--- config.mk ---
export PLATFORM = sky130hd
export DESIGN_NAME = instr_decoder_pipe
export DESIGN_NICKNAME = d
export VERILOG_FILES = /design/src/rtl/instr_decoder_pipe.sv
export SDC_FILE = /design/constraint.sdc
export NUM_CORES = 1
export LEC_CHECK = 0
export ABC_AREA = 1
export ABC_CLOCK_PERIOD_IN_PS = 2860
export BUFFER_PORTS_ARGS = -buffer_cell sky130_fd_sc_hd__buf_2
export CAP_MARGIN = 20
export CORE_MARGIN = 2
export CORE_UTILIZATION = 40
export DETAILED_ROUTE_END_ITERATION = 8
export GPL_ROUTABILITY_DRIVEN = 0
export GPL_TIMING_DRIVEN = 0
export PLACE_DENSITY_LB_ADDON = 0.12
export SKIP_CTS_REPAIR_TIMING = 1
export SLEW_MARGIN = 10
export SYNTH_ARGS = -nofsm -noshare
export SYNTH_HDL_FRONTEND = slang
export SYNTH_SLANG_ARGS = --single-unit
--- constraint.sdc ---
create_clock -name clk -period 2.86 [get_ports clk]
set_input_delay 0.429 -clock clk [delete_from_list [all_inputs] [get_ports clk]]
set_output_delay 0.429 -clock clk [all_outputs]
set_load 0.1 [all_outputs]
--- src/rtl/instr_decoder_pipe.sv ---
// rtl/instr_decoder_pipe.sv - pipelined variable-length instruction decoder
//
// Takes instruction words from fetch over in_valid/in_ready. A base word with its
// MSB set (when LONG_EN) waits in a holding register for one extension word. Each
// completed instruction is decoded into a registered bundle that is handed to
// execute over out_valid/out_ready.
//
// Ports:
//   clk, rst_n         clock, asynchronous active-low reset
//   flush              drops the partial instruction and the pending bundle
//   in_word/in_valid/in_ready                  instruction word stream from fetch
//   out_valid/out_ready                        decoded bundle handshake
//   out_opcode/out_ra/out_rb/out_imm/out_long/out_illegal  decoded bundle fields
//   instr_count        number of bundles consumed, wraps
module instr_decoder_pipe #(
    parameter int INSTR_WIDTH = 16,
    parameter int NUM_REGS    = 16,
    parameter int NUM_OPCODES = 64,
    parameter int LONG_EN     = 1,
    parameter int CNT_WIDTH   = 8,
    localparam int REG_IDX_W  = $clog2(NUM_REGS),
    localparam int OPC_W      = INSTR_WIDTH - 2*REG_IDX_W - LONG_EN
) (
    input  logic                   clk,
    input  logic                   rst_n,
    input  logic                   flush,
    input  logic [INSTR_WIDTH-1:0] in_word,
    input  logic                   in_valid,
    output logic                   in_ready,
    output logic                   out_valid,
    input  logic                   out_ready,
    output logic [OPC_W-1:0]       out_opcode,
    output logic [REG_IDX_W-1:0]   out_ra,
    output logic [REG_IDX_W-1:0]   out_rb,
    output logic [INSTR_WIDTH-1:0] out_imm,
    output logic                   out_long,
    output logic                   out_illegal,
    output logic [CNT_WIDTH-1:0]   instr_count
);
    // Bits of a base word that carry opcode and register fields; the long flag
    // (when present) is not needed once the word sits in the holding register.
    localparam int BODY_W = INSTR_WIDTH - LONG_EN;

    typedef enum logic {S_BASE, S_EXT} state_t;

    state_t                 state_q, state_d;
    logic [BODY_W-1:0]      hold_q, hold_d;
    logic                   valid_q, valid_d;
    logic [OPC_W-1:0]       opc_q, opc_d;
    logic [REG_IDX_W-1:0]   ra_q, ra_d;
    logic [REG_IDX_W-1:0]   rb_q, rb_d;
    logic [INSTR_WIDTH-1:0] imm_q, imm_d;
    logic                   long_q, long_d;
    logic                   ill_q, ill_d;
    logic [CNT_WIDTH-1:0]   cnt_q, cnt_d;

    logic              accept;
    logic              is_long;
    logic [BODY_W-1:0] src;
    logic [OPC_W-1:0]  src_opc;

    // Ready depends only on flush and the output stage, never on in_valid.
    assign in_ready = !flush && (!valid_q || out_ready);
    assign accept   = in_valid && in_ready;
    assign is_long  = (LONG_EN != 0) && in_word[INSTR_WIDTH-1];

    // Fields come from the held base word when completing a long instruction.
    assign src     = (state_q == S_EXT) ? hold_q : in_word[BODY_W-1:0];
    assign src_opc = src[BODY_W-1:2*REG_IDX_W];

    always_comb begin
        state_d = state_q;
        hold_d  = hold_q;
        valid_d = valid_q;
        opc_d   = opc_q;
        ra_d    = ra_q;
        rb_d    = rb_q;
        imm_d   = imm_q;
        long_d  = long_q;
        ill_d   = ill_q;
        cnt_d   = cnt_q;

        if (valid_q && out_ready && !flush) begin
            cnt_d = cnt_q + CNT_WIDTH'(1);
        end

        if (flush) begin
            state_d = S_BASE;
            valid_d = 1'b0;
        end else begin
            if (valid_q && out_ready) begin
                valid_d = 1'b0;
            end
            if (accept) begin
                if (state_q == S_BASE && is_long) begin
                    hold_d  = in_word[BODY_W-1:0];
                    state_d = S_EXT;
                end else begin
                    valid_d = 1'b1;
                    opc_d   = src_opc;
                    ra_d    = src[2*REG_IDX_W-1:REG_IDX_W];
                    rb_d    = src[REG_IDX_W-1:0];
                    imm_d   = (state_q == S_EXT) ? in_word : '0;
                    long_d  = (state_q == S_EXT);
                    ill_d   = 32'(src_opc) >= 32'(NUM_OPCODES);
                    state_d = S_BASE;
                end
            end
        end
    end

    always_ff @(posedge clk or negedge rst_n) begin
        if (!rst_n) begin
            state_q <= S_BASE;
            hold_q  <= '0;
            valid_q <= 1'b0;
            opc_q   <= '0;
            ra_q    <= '0;
            rb_q    <= '0;
            imm_q   <= '0;
            long_q  <= 1'b0;
            ill_q   <= 1'b0;
            cnt_q   <= '0;
        end else begin
            state_q <= state_d;
            hold_q  <= hold_d;
            valid_q <= valid_d;
            opc_q   <= opc_d;
            ra_q    <= ra_d;
            rb_q    <= rb_d;
            imm_q   <= imm_d;
            long_q  <= long_d;
            ill_q   <= ill_d;
            cnt_q   <= cnt_d;
        end
    end

    assign out_valid   = valid_q;
    assign out_opcode  = opc_q;
    assign out_ra      = ra_q;
    assign out_rb      = rb_q;
    assign out_imm     = imm_q;
    assign out_long    = long_q;
    assign out_illegal = ill_q;
    assign instr_count = cnt_q;

endmodule

Word level (Yosys, flattened, before mapping)
Cells that the tools add are included.

operators by class
  reductions and logical operators = 11
  bitwise logic cells = 3
  $lt $le $gt $ge = 1
  multiplexer cells = 9
  $add $sub $neg = 1

operator list
  operator               count
  $mux W16               1
  $mux W15               1
  $add A8 B1 Y8 const B  1
  $ge A7 B7 Y1 const B   1
  $mux W1                7
  $reduce_and A3 Y1      2
  $logic_and A1 B1 Y1    5
  $not A1 Y1             3
  $logic_not A1 Y1       2
  $reduce_bool A2 Y1     1
  $logic_or A1 B1 Y1     1

storage, ports and cells
  logic and storage cells = 35
  flip-flop bits (word level) = 58
  bits of input ports = 21

Logic depth before layout (Yosys ltp)
Gate-level depths: netlist of run 1.

  word-level depth = 6
  depth in mapped cells = 9
  gate-level depth less buffers = 7

Worst setup path before layout of run 1
OpenSTA, ideal clock, no wires.

  path kind = register -> register
  start = register valid_q, in the netlist out_valid
  end = register imm_q[0], in the netlist out_imm[0]
  required time = 2,740 ps
  path buffers = 2
  library setup time = 120 ps
  setup slack = 530 ps
  cell stages (with the launch flop) = 9
  period minus slack after synthesis = 2,330 ps
  arrival time = 2,210 ps
  cell sequence = dfrtp_1 nand2_1 nand2_1 inv_1 nand2_2 buf_6 buf_6 nand2_1 nand2_1

on the way
  word-level cells in the longest chain between the ends = 5

ends and longest elaborated chain
  element                      line  text
  start: declaration           48    logic valid_q, valid_d;
  start signal: assignment     127   valid_q <= valid_d;
  $logic_not A1 Y1             63    assign in_ready = !flush && (!valid_q || out_ready);
  $logic_or A1 B1 Y1           63
  $logic_and A1 B1 Y1          63
  via in_ready                 29    output logic in_ready,
  $logic_and A1 B1 Y1          64    assign accept = in_valid && in_ready;
  $reduce_and A3 Y1 (no line)  -
  end signal: assignment       131   imm_q <= imm_d;
  end: declaration             52    logic [INSTR_WIDTH-1:0] imm_q, imm_d;

The timed path passes the listed nets, and every way through them passes these cells.
A chain may end at the register's enable or synchronous reset.

Final worst setup path of run 1
  start = register valid_q, in the netlist out_valid
  end = output port in_ready

on the way
  word-level cells in the longest chain between the ends = 3

ends and longest elaborated chain
  element              line
  $logic_not A1 Y1     63
  $logic_or A1 B1 Y1   63
  $logic_and A1 B1 Y1  63
  end: declaration     29

Every way passes these cells.

==> results of run 1 <==
==> cells in the mapped netlist (2+ instances only) <==
cell,instances,share of area [%]
sky130_fd_sc_hd__nand2_1,101,15
sky130_fd_sc_hd__dfrtp_1,57,57
sky130_fd_sc_hd__nand3_1,35,7.0
sky130_fd_sc_hd__o21ai_0,29,5.8
sky130_fd_sc_hd__or2_2,15,3.7
sky130_fd_sc_hd__inv_1,14,2.1
sky130_fd_sc_hd__buf_2,7,1.4
sky130_fd_sc_hd__nor2_1,7,1.0
sky130_fd_sc_hd__clkbuf_1,4,0.60
sky130_fd_sc_hd__buf_6,3,1.3
sky130_fd_sc_hd__o21ai_2,3,1.0
sky130_fd_sc_hd__nand4_1,2,0.50
sky130_fd_sc_hd__nor2_4,2,0.89
sky130_fd_sc_hd__xor2_1,2,0.70
==> where the power goes <==
part	internal (mW)	switching, mW	total [mW]
registers	0.953	0.0934	1.05
clock network	0.442	0.311	0.753
logic	0.187	0.999	1.19
==> registers in the layout (all words and copies together) (netlist names) <==
| register | count |
|---|---|
| out_imm | 16 |
| hold_q | 15 |
| instr_count | 8 |
| out_opcode | 7 |
| out_ra | 4 |
| out_rb | 4 |
| out_long | 1 |
| out_valid | 1 |
| state_q | 1 |
==> layer usage <==
| metal | vias up | track usage, % |
|---|---|---|
| met4 | 0 | 9.39 |
| li1 | 1077 | - |
| met5 | - | 0 |
| met3 | 12 | 4.17 |
| met1 | 993 | 25.2 |
| met2 | 52 | 26.7 |
==> area by class of cell <==
type,instances,area (sq um),share of cell area (%)
Sequential cell,57,1430,45.6
Multi-Input combinational cell,203,950,30.4
Timing Repair Buffer,63,318,10.2
Clock buffer,12,155,4.96
Tap cell,75,93.8,3.00
Buffer,15,91.3,2.92
Inverter,14,52.6,1.68
Clock inverter,3,40.0,1.28
==> how the worst max path moves through the flow <==
| stage | start | to | slack [ns] | depth (start not counted) |
|---|---|---|---|---|
| 2_1_floorplan | out_valid | out_imm[0] | 0.53 | 8 |
| 3_3_place_gp | flush | in_ready | 1.16 | 5 |
| 3_5_place_dp | flush | in_ready | 1.16 | 5 |
| 4_1_cts | out_valid | in_ready | 0.93 | 4 |
| 5_1_grt | out_valid | in_ready | 0.88 | 4 |
| 6_report | out_valid | in_ready | 0.95 | 4 |
==> cells by family after synthesis <==
family | count (synthesis) | share of synthesized area (%)
AOI/OAI and AO/OA | 34 | 7.20
xor gates and xnor gates | 3 | 1.04
adders and majority gates | 1 | 0.496
buffers and inverters | 29 | 5.71
DFF | 57 | 56.6
and+or+nand+nor | 165 | 28.9
==> worst max-delay path, cell delays in order, from the launching register on <==
cell and delay (ns):
sky130_fd_sc_hd__dfrtp_1 0.41, sky130_fd_sc_hd__nand2_1 0.09, sky130_fd_sc_hd__nand2_1 0.10, sky130_fd_sc_hd__inv_1 0.11
sky130_fd_sc_hd__buf_2 0.43
==> results by group, run 1 <==
Run status
  • Result of the run: finished clean

Clocking
  • Worst-skew pair later-pin latency: 0.34 ns
  • Worst-path clk slew: roughly 0.070 ns
  • TritonCTS clock tree: done
  • Maximum level of the CTS H-tree: 3
  • Worst-case clock buffer depth: 2
  • Sinks on the clock net: 57
  • Number of buffers created by CTS: 9
  • Root buffer cell: sky130_fd_sc_hd__clkbuf_8

STA
  • Worst-case hold slack: 0.153 ns
  • Worst setup slack after layout: 0.951 ns
  • Hold Vio Cnt, Final: 0
  • Unrepaired setup endpoints after global routing: no
  • Setup TNS: 0 ns
  • Final clock skew: around 0.0066 ns
  • Setup violators final: 0
  • Minimum clock period: between 1.5 and 2 ns
  • Total count of max-transition violations in the final report: 0
  • Relative slew slack: between 50% and 60%
  • Upper clock frequency limit: about 0.52 GHz
  • Share of the cycle needed by the critical path after routing: approximately two thirds
  • Slew at the pin with the worst max-slew slack: around 0.73 ns

Floorplan
  • Starting Density: a little over two fifths
  • Die Span Y: 83.4 um
  • IO Pins: 64
  • Count of standard-cell rows: 28
  • DIE WIDTH: ~83 um
  • Die area: around 0.0070 sq mm
  • Core area: 0.00599 sq mm

Power
  • Overall power of the completed layout: between 2 and 3 mW
  • Total power divided by cell area: 955 mW/mm^2
  • Worst-case vdd ir drop: 1080 uV
  • Leakage power of the design: about 1.7 nW

Synthesis
  • Number of synthesis warnings: 0
  • Post-synthesis cell type count: 22
  • Post-synthesis sequential area ratio: roughly 57%
  • Number of synthesized flops with an enable pin: 0
  • Synthesized Nets: about 310
  • Flip-flop cell with the highest count after synthesis: sky130_fd_sc_hd__dfrtp_1
  • Mapped Cells: ~290
  • Netlist Area Pre-Place: 0.00252 sq mm
  • Post-synthesis sequential element count: 57
  • Per-instance average area after synthesis: between 8 and 9 sq um
  • Proportion of register bits with asynchronous set or reset after synthesis: 100%

Global routing
  • GRT Util Overall: between 10% and 20%
  • Vias in the first global route: between 1500 and 2000
  • Number of antenna violations at the first check in global routing: 0
  • Global-route wire length before repair: 9850 um
  • Remaining global-route overflow: 0
  • Largest net degree at the start of global routing: 58

Placed design
  • Setup Slack @ Placement: 1.16 ns
  • Placement Cell Area: between 0.002 and 0.003 sq mm
  • Inst Count DP: 427
  • Count of input and output buffers: 63
  • Post-detailed-placement half-perimeter wirelength: between 4000 and 5000 um

Route
  • Number of antenna-violating nets in the routed design: 0
  • Drt first pass iters: 4
  • Total number of vias: around 2100
  • Met2 wire len: between 2000 and 3000 um
  • Via count normalized by instance count: slightly below 5
  • DRC violation total after the first TritonRoute iteration: ~120
  • Top sig layer: met4
  • Routed metal-1 wirelength: roughly 3000 um
  • Routed wirelength normalized by instance count: around 14 um
  • Post-detailed-route DRC marker count: 0
  • Post-Route WL: approximately 6000 um
  • Amount of wire on met3 after detailed routing: ~250 um

Setup path
  • Critical Path Fanout Max: 5
  • Reg-to-reg slack, setup: between 1 and 1.5 ns
  • Data arrival time of the critical path: roughly 1.5 ns
  • Worst R2R End: out_opcode[4]
  • Register-to-Register Path Depth: 4
  • Critical path launch point type: flip-flop
  • Data required time at the worst endpoint: around 2.4 ns
  • Kind of end point of the critical path: output port
  • Worst r2r src: state_q
  • Worst Setup Path Type: flip-flop to output port

Final layout
  • Final standard cell utilization of the core: between 50% and 60%
  • Most used cells in the layout excluding fill and tap cells: sky130_fd_sc_hd__nand2_1 (101), sky130_fd_sc_hd__buf_2 (69), sky130_fd_sc_hd__dfrtp_1 (57)
  • Number of filler cells placed in the layout: 575
  • Layout-stage area growth over the synthesis result: 24.1%
  • Proportion of layout cells with a drive suffix above 1: between 20 and 30%
  • Final instance area: between 0.003 and 0.004 sq mm
  • Final std cells w/o fill: 442
  • Antenna Diode Count: 0
  • Most common library cell in the layout ignoring fill and taps: sky130_fd_sc_hd__nand2_1
  • # nets final: ~390

Worst hold path
  • Hold/Removal Path Class: input pin to async pin

Run
  • Number of max-cap violations: 0
(Power assumes the default switching activity.)
==> run 2, diff against run 1 <==
--- a/config.mk
+++ b/config.mk
@@ -5,8 +5,8 @@
 export SDC_FILE = /design/constraint.sdc
 export NUM_CORES = 1
 export LEC_CHECK = 0
-export ABC_AREA = 1
-export ABC_CLOCK_PERIOD_IN_PS = 2860
+export ABC_AREA = 0
+export ABC_CLOCK_PERIOD_IN_PS = 1970
 export BUFFER_PORTS_ARGS = -buffer_cell sky130_fd_sc_hd__buf_2
 export CAP_MARGIN = 20
 export CORE_MARGIN = 2
==> constraint.sdc (replaced) <==
create_clock -name clk -period 1.97 [get_ports clk]
set_input_delay 0.2955 -clock clk [delete_from_list [all_inputs] [get_ports clk]]
set_output_delay 0.2955 -clock clk [all_outputs]
set_load 0.1 [all_outputs]
==> run 2 against run 1 <==
Total power up 49%. Clock power up 38%. Non-clock buffer count down 5. Hold slack worse by 0.15 ns. Die area down 3.3%. Critical endpoint is now out_opcode[5]. Largest cell class unchanged. Largest power group unchanged. Highest routed layer unchanged.
==> results by group, run 2 <==
Synthesis
  • Per-instance average area after synthesis: 14.5 sq um (+66%)
  • Largest cells by area after synthesis: sky130_fd_sc_hd__dfrtp_1 (59%), sky130_fd_sc_hd__mux2_2 (16%), sky130_fd_sc_hd__mux2_4 (5.6%)
  • Number of synthesized flops with an enable pin: 0 (unchanged)
  • Most numerous cell in the Yosys netlist: sky130_fd_sc_hd__dfrtp_1
  • Number of synthesis warnings: 0 (unchanged)
  • Flip-flop cell with the highest count after synthesis: sky130_fd_sc_hd__dfrtp_1
  • Synthesized Nets: 190 (-39%)
  • Mapped Cells: 168 (-42%)
  • Post-synthesis sequential area ratio: 58.6% (+2.0 points)
  • Synth top area share: 58.6% (+2.0 points)
  • Post-synthesis sequential element count: 57 (unchanged)
  • Post-synthesis cell type count: 30 (+36%)
  • Proportion of register bits with asynchronous set or reset after synthesis: 100% (unchanged)
  • Most numerous cell types in the synthesized netlist: sky130_fd_sc_hd__dfrtp_1 (57), sky130_fd_sc_hd__mux2_2 (35), sky130_fd_sc_hd__a22o_1 (15), sky130_fd_sc_hd__mux2_4 (9), sky130_fd_sc_hd__nand2_1 (7)
  • Leading area contributor after synthesis: sky130_fd_sc_hd__dfrtp_1
  • Netlist Area Pre-Place: 0.00243 sq mm (-3.4%)

Setup path
  • Worst Setup Path Type: flip-flop to flip-flop
  • Data arrival time of the critical path: 2.01 ns (+0.53 ns)
  • Reg-to-reg slack, setup: 0.17 ns (-1.22 ns)
  • Critical Path Fanout Max: 10 (+5)
  • Worst path slowest cell: sky130_fd_sc_hd__clkbuf_1
  • Register-to-Register Path Depth: 5 (+1)
  • Critical path launch point type: flip-flop
  • Kind of end point of the critical path: flip-flop
  • Crit path largest cell delay: 0.49 ns (+0.06 ns)
  • Data required time at the worst endpoint: 2.18 ns (-0.25 ns)
  • Chain of cells forming the critical path: buf_6, nand2b_4, nand3_1, clkbuf_1, mux2_2
  • Worst r2r src: state_q
  • Worst R2R End: out_opcode[5]

Route
  • Routed metal-1 wirelength: 2460 um (-17%)
  • Number of antenna-violating nets in the routed design: 0 (unchanged)
  • Drt first pass iters: 4 (unchanged)
  • Post-Route WL: 5050 um (-16%)
  • Amount of wire on met3 after detailed routing: 272 um (+10%)
  • Met2 wire len: 2200 um (-17%)
  • Total number of vias: 1600 (-25%)
  • Routed wirelength normalized by instance count: 15.7 um (+15%)
  • Post-detailed-route DRC marker count: 0 (unchanged)
  • Via count normalized by instance count: 4.97 (+2.9%)
  • DRC violation total after the first TritonRoute iteration: 49 (-58%)
  • Top sig layer: met4

Floorplan
  • Starting Density: 41.3% (-0.72 points)
  • IO Pins: 64 (unchanged)
  • Die Span Y: 82 um (-1.6%)
  • DIE WIDTH: 82 um (-1.6%)
  • Die area: 0.00672 sq mm (-3.3%)
  • Count of standard-cell rows: 28 (unchanged)
  • Core area: 0.00589 sq mm (-1.8%)

Power
  • Total power divided by cell area: 1470 mW/mm^2 (+53%)
  • Net switching power: 2.07 mW (+48%)
  • Part of the power in combinational logic: 42.0% (+2.3 points)
  • Overall power of the completed layout: 4.46 mW (+49%)
  • Worst-case vdd ir drop: 840 uV (-22%)
  • Clk pwr share: 23.3% (-1.9 points)
  • Part of the total power dissipated in sequential elements: 34.7% (-0.3 points)
  • Int Power: 2.39 mW (+51%)
  • Switching Share: 46.5% (-0.53 points)
  • Leakage power of the design: 1.54 nW (-11%)

Global routing
  • Largest net degree at the start of global routing: 58 (unchanged)
  • Remaining global-route overflow: 0 (unchanged)
  • Vias in the first global route: 1585 (-20%)
  • Global-route wire length before repair: 8100 um (-18%)
  • Number of antenna violations at the first check in global routing: 0 (unchanged)
  • GRT Util Overall: 16.7% (-1.6 points)

STA
  • Setup violators final: 0 (unchanged)
  • Total count of max-transition violations in the final report: 0 (unchanged)
  • Minimum clock period: 1.80 ns
  • Slew at the pin with the worst max-slew slack: 0.735 ns (+0.00772 ns)
  • Upper clock frequency limit: roughly 0.56 GHz
  • Unrepaired setup endpoints after global routing: no
  • Hold Vio Cnt, Final: 0 (unchanged)
  • Relative slew slack: 51.0% (-0.51 points)
  • Setup TNS: 0 ns (unchanged)
  • Final clock skew: 0.00963 ns (+0.00303 ns)
  • Share of the cycle needed by the critical path after routing: between 90% and 100%

Clocking
  • Root buffer cell: sky130_fd_sc_hd__clkbuf_8
  • Maximum level of the CTS H-tree: 3 (unchanged)
  • Sinks on the clock net: 57 (unchanged)
  • Worst-skew pair later-pin latency: 0.33 ns (about the same)
  • Worst-path clk slew: 0.07 ns (about the same)
  • Worst-case clock buffer depth: 2 (unchanged)
  • TritonCTS clock tree: done
  • Number of buffers created by CTS: 9 (unchanged)

Placed design
  • Post-detailed-placement half-perimeter wirelength: 3340 um (-17%)
  • Count of input and output buffers: 63 (unchanged)
  • Placement Cell Area: 0.00285 sq mm (-2.8%)

Final layout
  • Proportion of layout cells with a drive suffix above 1: 53.0% (+23 points)
  • # nets final: 264 (-31%)
  • Most used cells in the layout excluding fill and tap cells: sky130_fd_sc_hd__buf_2 (64), sky130_fd_sc_hd__dfrtp_1 (56), sky130_fd_sc_hd__mux2_2 (35)
  • Max FFs per register: 16 (unchanged)
  • Most common library cell in the layout ignoring fill and taps: sky130_fd_sc_hd__buf_2
  • Layout-stage area growth over the synthesis result: 25.0%
  • Final instance area: 0.00304 sq mm (-2.7%)
  • Final standard cell utilization of the core: 51.7% (-0.51 points)
  • Antenna Diode Count: 0 (unchanged)

Worst hold path
  • Hold/Removal Path Class: input pin to async pin

Run
  • Number of max-cap violations: 0 (unchanged)

Run status
  • Result of the run: finished clean
-- run 2: cell count changes after synthesis, moves of 14 or more --
cell / delta
sky130_fd_sc_hd__a22o_1: +15
sky130_fd_sc_hd__nand2_1: -94
sky130_fd_sc_hd__nand3_1: -32
sky130_fd_sc_hd__inv_1: -14
sky130_fd_sc_hd__o21ai_0: -28
sky130_fd_sc_hd__or2_2: -15
sky130_fd_sc_hd__mux2_2: +35
-- run 2: per-stage QoR --
| step | hold slack [ns] | setup slack, ns | std cells |
|---|---|---|---|
| after global placement | 0.459 | 0.150 | 306 |
| final | 0.00707 | 0.174 | 322 |
| after detailed placement | 0.412 | 0.150 | 306 |
| after CTS | 0.0405 | 0.130 | 322 |
| after global routing | 0.0732 | 0.0578 | 322 |
| after floorplan | -0.0000911 | 0.0100 | 168 |
-- run 2: cell type report --
class                      instances  area [sq um]
fill                             539          2840
tap                               75          93.8
timing repair buffer              63           318
multi-input combinational        101           935
clock inverter                     2          10.0
sequential                        57          1430
buffer                            10          75.1
clock buffer                      14           183
-- run 2: cell families (layout without fill, tap and decap cells) --
group	after synthesis	after routing	synth area share, %
DFF	57	57	58.6
xor gates and xnor gates	7	7	2.52
muxes	45	45	22.2
buffers and inverters	10	89	3.08
AOI/OAI and AO/OA	19	19	6.53
adders and majority gates	1	1	0.514
and+or+nand+nor	29	29	6.53
-- run 2: routing by layer --
metal | track usage (%) | vias up
li1 | - | 751
met1 | 23.0 | 789
met2 | 24.1 | 50
met3 | 4.18 | 10
met4 | 8.50 | 0
met5 | 0 | -
-- run 2: critical path: cells and delay by family (launching register included) --
kind / cells / cell delay (ns)
AND/OR/NAND/NOR: 2 / 0.25
multiplexers: 1 / 0.40
flip-flops: 1 / 0.37
buffers and inverters: 2 / 0.64
-- run 2: power by group through the flow --
| stage | sequential [mW] | clock, mW | combinational [mW] |
|---|---|---|---|
| after floorplan | 2.73 | 0 | 0.400 |
| after global routing | 1.58 | 1.13 | 1.95 |
| after CTS | 1.55 | 1.07 | 1.89 |
| after detailed placement | 1.57 | 0 | 1.89 |
| final | 1.55 | 1.04 | 1.87 |
| after global placement | 1.56 | 0 | 1.87 |
-- run 2: worst max path at each step --
stage	to	start
after floorplan	in_ready	out_valid
after global placement	out_opcode[3]	state_q
after detailed placement	out_opcode[1]	state_q
after CTS	out_opcode[5]	state_q
after global routing	out_opcode[5]	state_q
final	out_opcode[5]	state_q
==> run 3, diff against run 2 <==
--- a/config.mk
+++ b/config.mk
@@ -14,7 +14,8 @@
 export DETAILED_ROUTE_END_ITERATION = 8
 export GPL_ROUTABILITY_DRIVEN = 0
 export GPL_TIMING_DRIVEN = 0
-export PLACE_DENSITY_LB_ADDON = 0.12
+export PLACE_DENSITY = 0.68
+export RECOVER_POWER = 25
 export SKIP_CTS_REPAIR_TIMING = 1
 export SLEW_MARGIN = 10
 export SYNTH_ARGS = -nofsm -noshare
==> run 3 against run 2 <==
Core utilization stayed put. Sequential share of layout area stayed put. Global-route usage is 0.29 points lower. Sequential power hardly changed. Largest power group unchanged. Hold slack better by 0.19 ns. Clock skew is 0.0024 ns lower. Via count is 1.6% lower. Flip-flop and latch count stayed put.
==> results by group, run 3 (synthesized netlist as in run 2, its figures left out) <==
STA
  • Hold Vio Cnt, Final: 0 (unchanged)
  • Final clock skew: 0.00728 ns (-0.00235 ns)
  • Worst setup slack after layout: 0.135 ns (-0.0387 ns)
  • Minimum clock period: 1.84 ns (+0.0387 ns)
  • Share of the cycle needed by the critical path after routing: 93.2% (+2.0 points)
  • Total count of max-transition violations in the final report: 0 (unchanged)
  • Worst-case hold slack: 0.195 ns (+0.188 ns)
  • Setup TNS: 0 ns (unchanged)
  • Relative slew slack: 7.39% (-44 points)
  • Upper clock frequency limit: 0.545 GHz (-2.1%)
  • Slew at the pin with the worst max-slew slack: 1.39 ns (+0.654 ns)
  • Setup violators final: 0 (unchanged)
  • Unrepaired setup endpoints after global routing: no

Final layout
  • Most common library cell in the layout ignoring fill and taps: sky130_fd_sc_hd__buf_2
  • Layout-stage area growth over the synthesis result: 25.0% (unchanged)
  • Number of filler cells placed in the layout: 541 (+0.37%)
  • # nets final: 264 (unchanged)
  • Max FFs per register: 16 (unchanged)
  • Final standard cell utilization of the core: 51.7% (unchanged)
  • Most used cells in the layout excluding fill and tap cells: sky130_fd_sc_hd__buf_2 (64), sky130_fd_sc_hd__dfrtp_1 (56), sky130_fd_sc_hd__mux2_2 (35)
  • Multi-input combinational cell area: 935 sq um (unchanged)
  • Proportion of layout cells with a drive suffix above 1: 53.4% (+0.40 points)
  • Antenna Diode Count: 0 (unchanged)
  • Register Area: 0.00143 sq mm (unchanged)

Setup path
  • Worst r2r src: state_q
  • Worst Setup Path Type: flip-flop to flip-flop
  • Critical path launch point type: flip-flop
  • Data required time at the worst endpoint: 2.19 ns (about the same)
  • Data arrival time of the critical path: 2.06 ns (+0.05 ns)
  • Critical Path Fanout Max: 10 (unchanged)
  • Kind of end point of the critical path: flip-flop
  • Reg-to-reg slack, setup: 0.13 ns (-0.04 ns)
  • Worst R2R End: out_opcode[1]
  • Register-to-Register Path Depth: 5 (unchanged)

Clocking
  • Worst-skew pair later-pin latency: 0.34 ns (about the same)
  • Number of buffers created by CTS: 9 (unchanged)
  • Maximum level of the CTS H-tree: 3 (unchanged)
  • Root buffer cell: sky130_fd_sc_hd__clkbuf_8
  • Worst-case clock buffer depth: 2 (unchanged)
  • TritonCTS clock tree: done
  • Worst-path clk slew: 0.07 ns (about the same)
  • Sinks on the clock net: 57 (unchanged)

Global routing
  • Vias in the first global route: 1526 (-3.7%)
  • Largest net degree at the start of global routing: 58 (unchanged)
  • Number of antenna violations at the first check in global routing: 0 (unchanged)
  • Remaining global-route overflow: 0 (unchanged)
  • Global-route wire length before repair: 7790 um (-3.8%)
  • GRT Util Overall: 16.4% (-0.29 points)

Placed design
  • Post-detailed-placement half-perimeter wirelength: 3330 um (-0.22%)
  • Setup Slack @ Placement: 0.156 ns (+0.00550 ns)
  • Count of input and output buffers: 63 (unchanged)

Route
  • Post-Route WL: 5000 um (-0.95%)
  • Drt first pass iters: 6 (+2)
  • DRC violation total after the first TritonRoute iteration: 47 (-4.1%)
  • Total number of vias: 1574 (-1.6%)
  • Via count normalized by instance count: 4.89 (-1.6%)
  • Routed wirelength normalized by instance count: 15.5 um (-0.95%)
  • Post-detailed-route DRC marker count: 0 (unchanged)
  • Number of antenna-violating nets in the routed design: 0 (unchanged)

Floorplan
  • Die area: 0.00672 sq mm (unchanged)
  • Starting Density: 41.3% (unchanged)
  • Count of standard-cell rows: 28 (unchanged)
  • Core area: 0.00589 sq mm (unchanged)
  • IO Pins: 64 (unchanged)
  • Die Span Y: 82 um (unchanged)
  • DIE WIDTH: 82 um (unchanged)

Power
  • Overall power of the completed layout: 4.49 mW (+0.75%)
  • Worst-case vdd ir drop: 725 uV (-14%)
  • Total power divided by cell area: 1480 mW/mm^2 (+0.75%)
  • Leakage power of the design: 1.53 nW (-0.77%)

Worst hold path
  • Hold/Removal Path Class: input pin to flip-flop
  • Startpoint of the worst hold path: in_word[13]
  • Worst hold stages: 2
  • Worst Hold Endpoint: out_imm[13]

Run
  • Number of max-cap violations: 0 (unchanged)

Run status
  • Result of the run: finished clean
-- run 3: worst max path at each step --
| stage | from | to | slack, ns | depth (start not counted) |
|---|---|---|---|---|
| 2_1_floorplan | out_valid | in_ready | 0.01 | 2 |
| 3_3_place_gp | state_q | out_opcode[4] | 0.17 | 5 |
| 3_5_place_dp | state_q | out_opcode[1] | 0.16 | 5 |
| 4_1_cts | state_q | out_opcode[1] | 0.14 | 5 |
| 5_1_grt | state_q | out_opcode[1] | 0.05 | 5 |
| 6_report | state_q | out_opcode[1] | 0.13 | 5 |
-- run 3: report_power, final --
| part | internal, mW | switching, mW | total (mW) |
|---|---|---|---|
| combinational | 0.386 | 1.48 | 1.87 |
| sequential | 1.41 | 0.141 | 1.55 |
| clock | 0.580 | 0.498 | 1.08 |
-- run 3: area by class of cell --
| type | instances | area share (%) |
|---|---|---|
| tap | 75 | 3.09 |
| clock buffer | 9 | 4.07 |
| clock inverter | 7 | 2.34 |
| multi-input combinational | 101 | 30.7 |
| timing repair buffer | 63 | 10.4 |
| sequential | 57 | 46.9 |
| buffer | 10 | 2.47 |
-- run 3: layer usage --
layer / vias to the layer above / wire [um] / track usage, %
li1: 751 / - / -
met1: 769 / 2370 / 22.1
met2: 43 / 2270 / 23.3
met3: 11 / 241 / 3.74
met4: 0 / 121 / 11.0
met5: - / 0 / 0
-- run 3: stage by stage --
| stage | area [sq um] | std cells |
|---|---|---|
| 3_5_place_dp | 2850 | 306 |
| 3_3_place_gp | 2850 | 306 |
| 2_1_floorplan | 2440 | 168 |
| 4_1_cts | 3040 | 322 |
| 6_report | 3040 | 322 |
| 5_1_grt | 3040 | 322 |
-- run 3: worst max-delay path: stages (launching register included) --
cell	delay (ns)
sky130_fd_sc_hd__dfrtp_1	0.37
sky130_fd_sc_hd__buf_6	0.14
sky130_fd_sc_hd__nand2b_4	0.15
sky130_fd_sc_hd__nand3_1	0.10
sky130_fd_sc_hd__clkbuf_1	0.55
sky130_fd_sc_hd__mux2_2	0.41
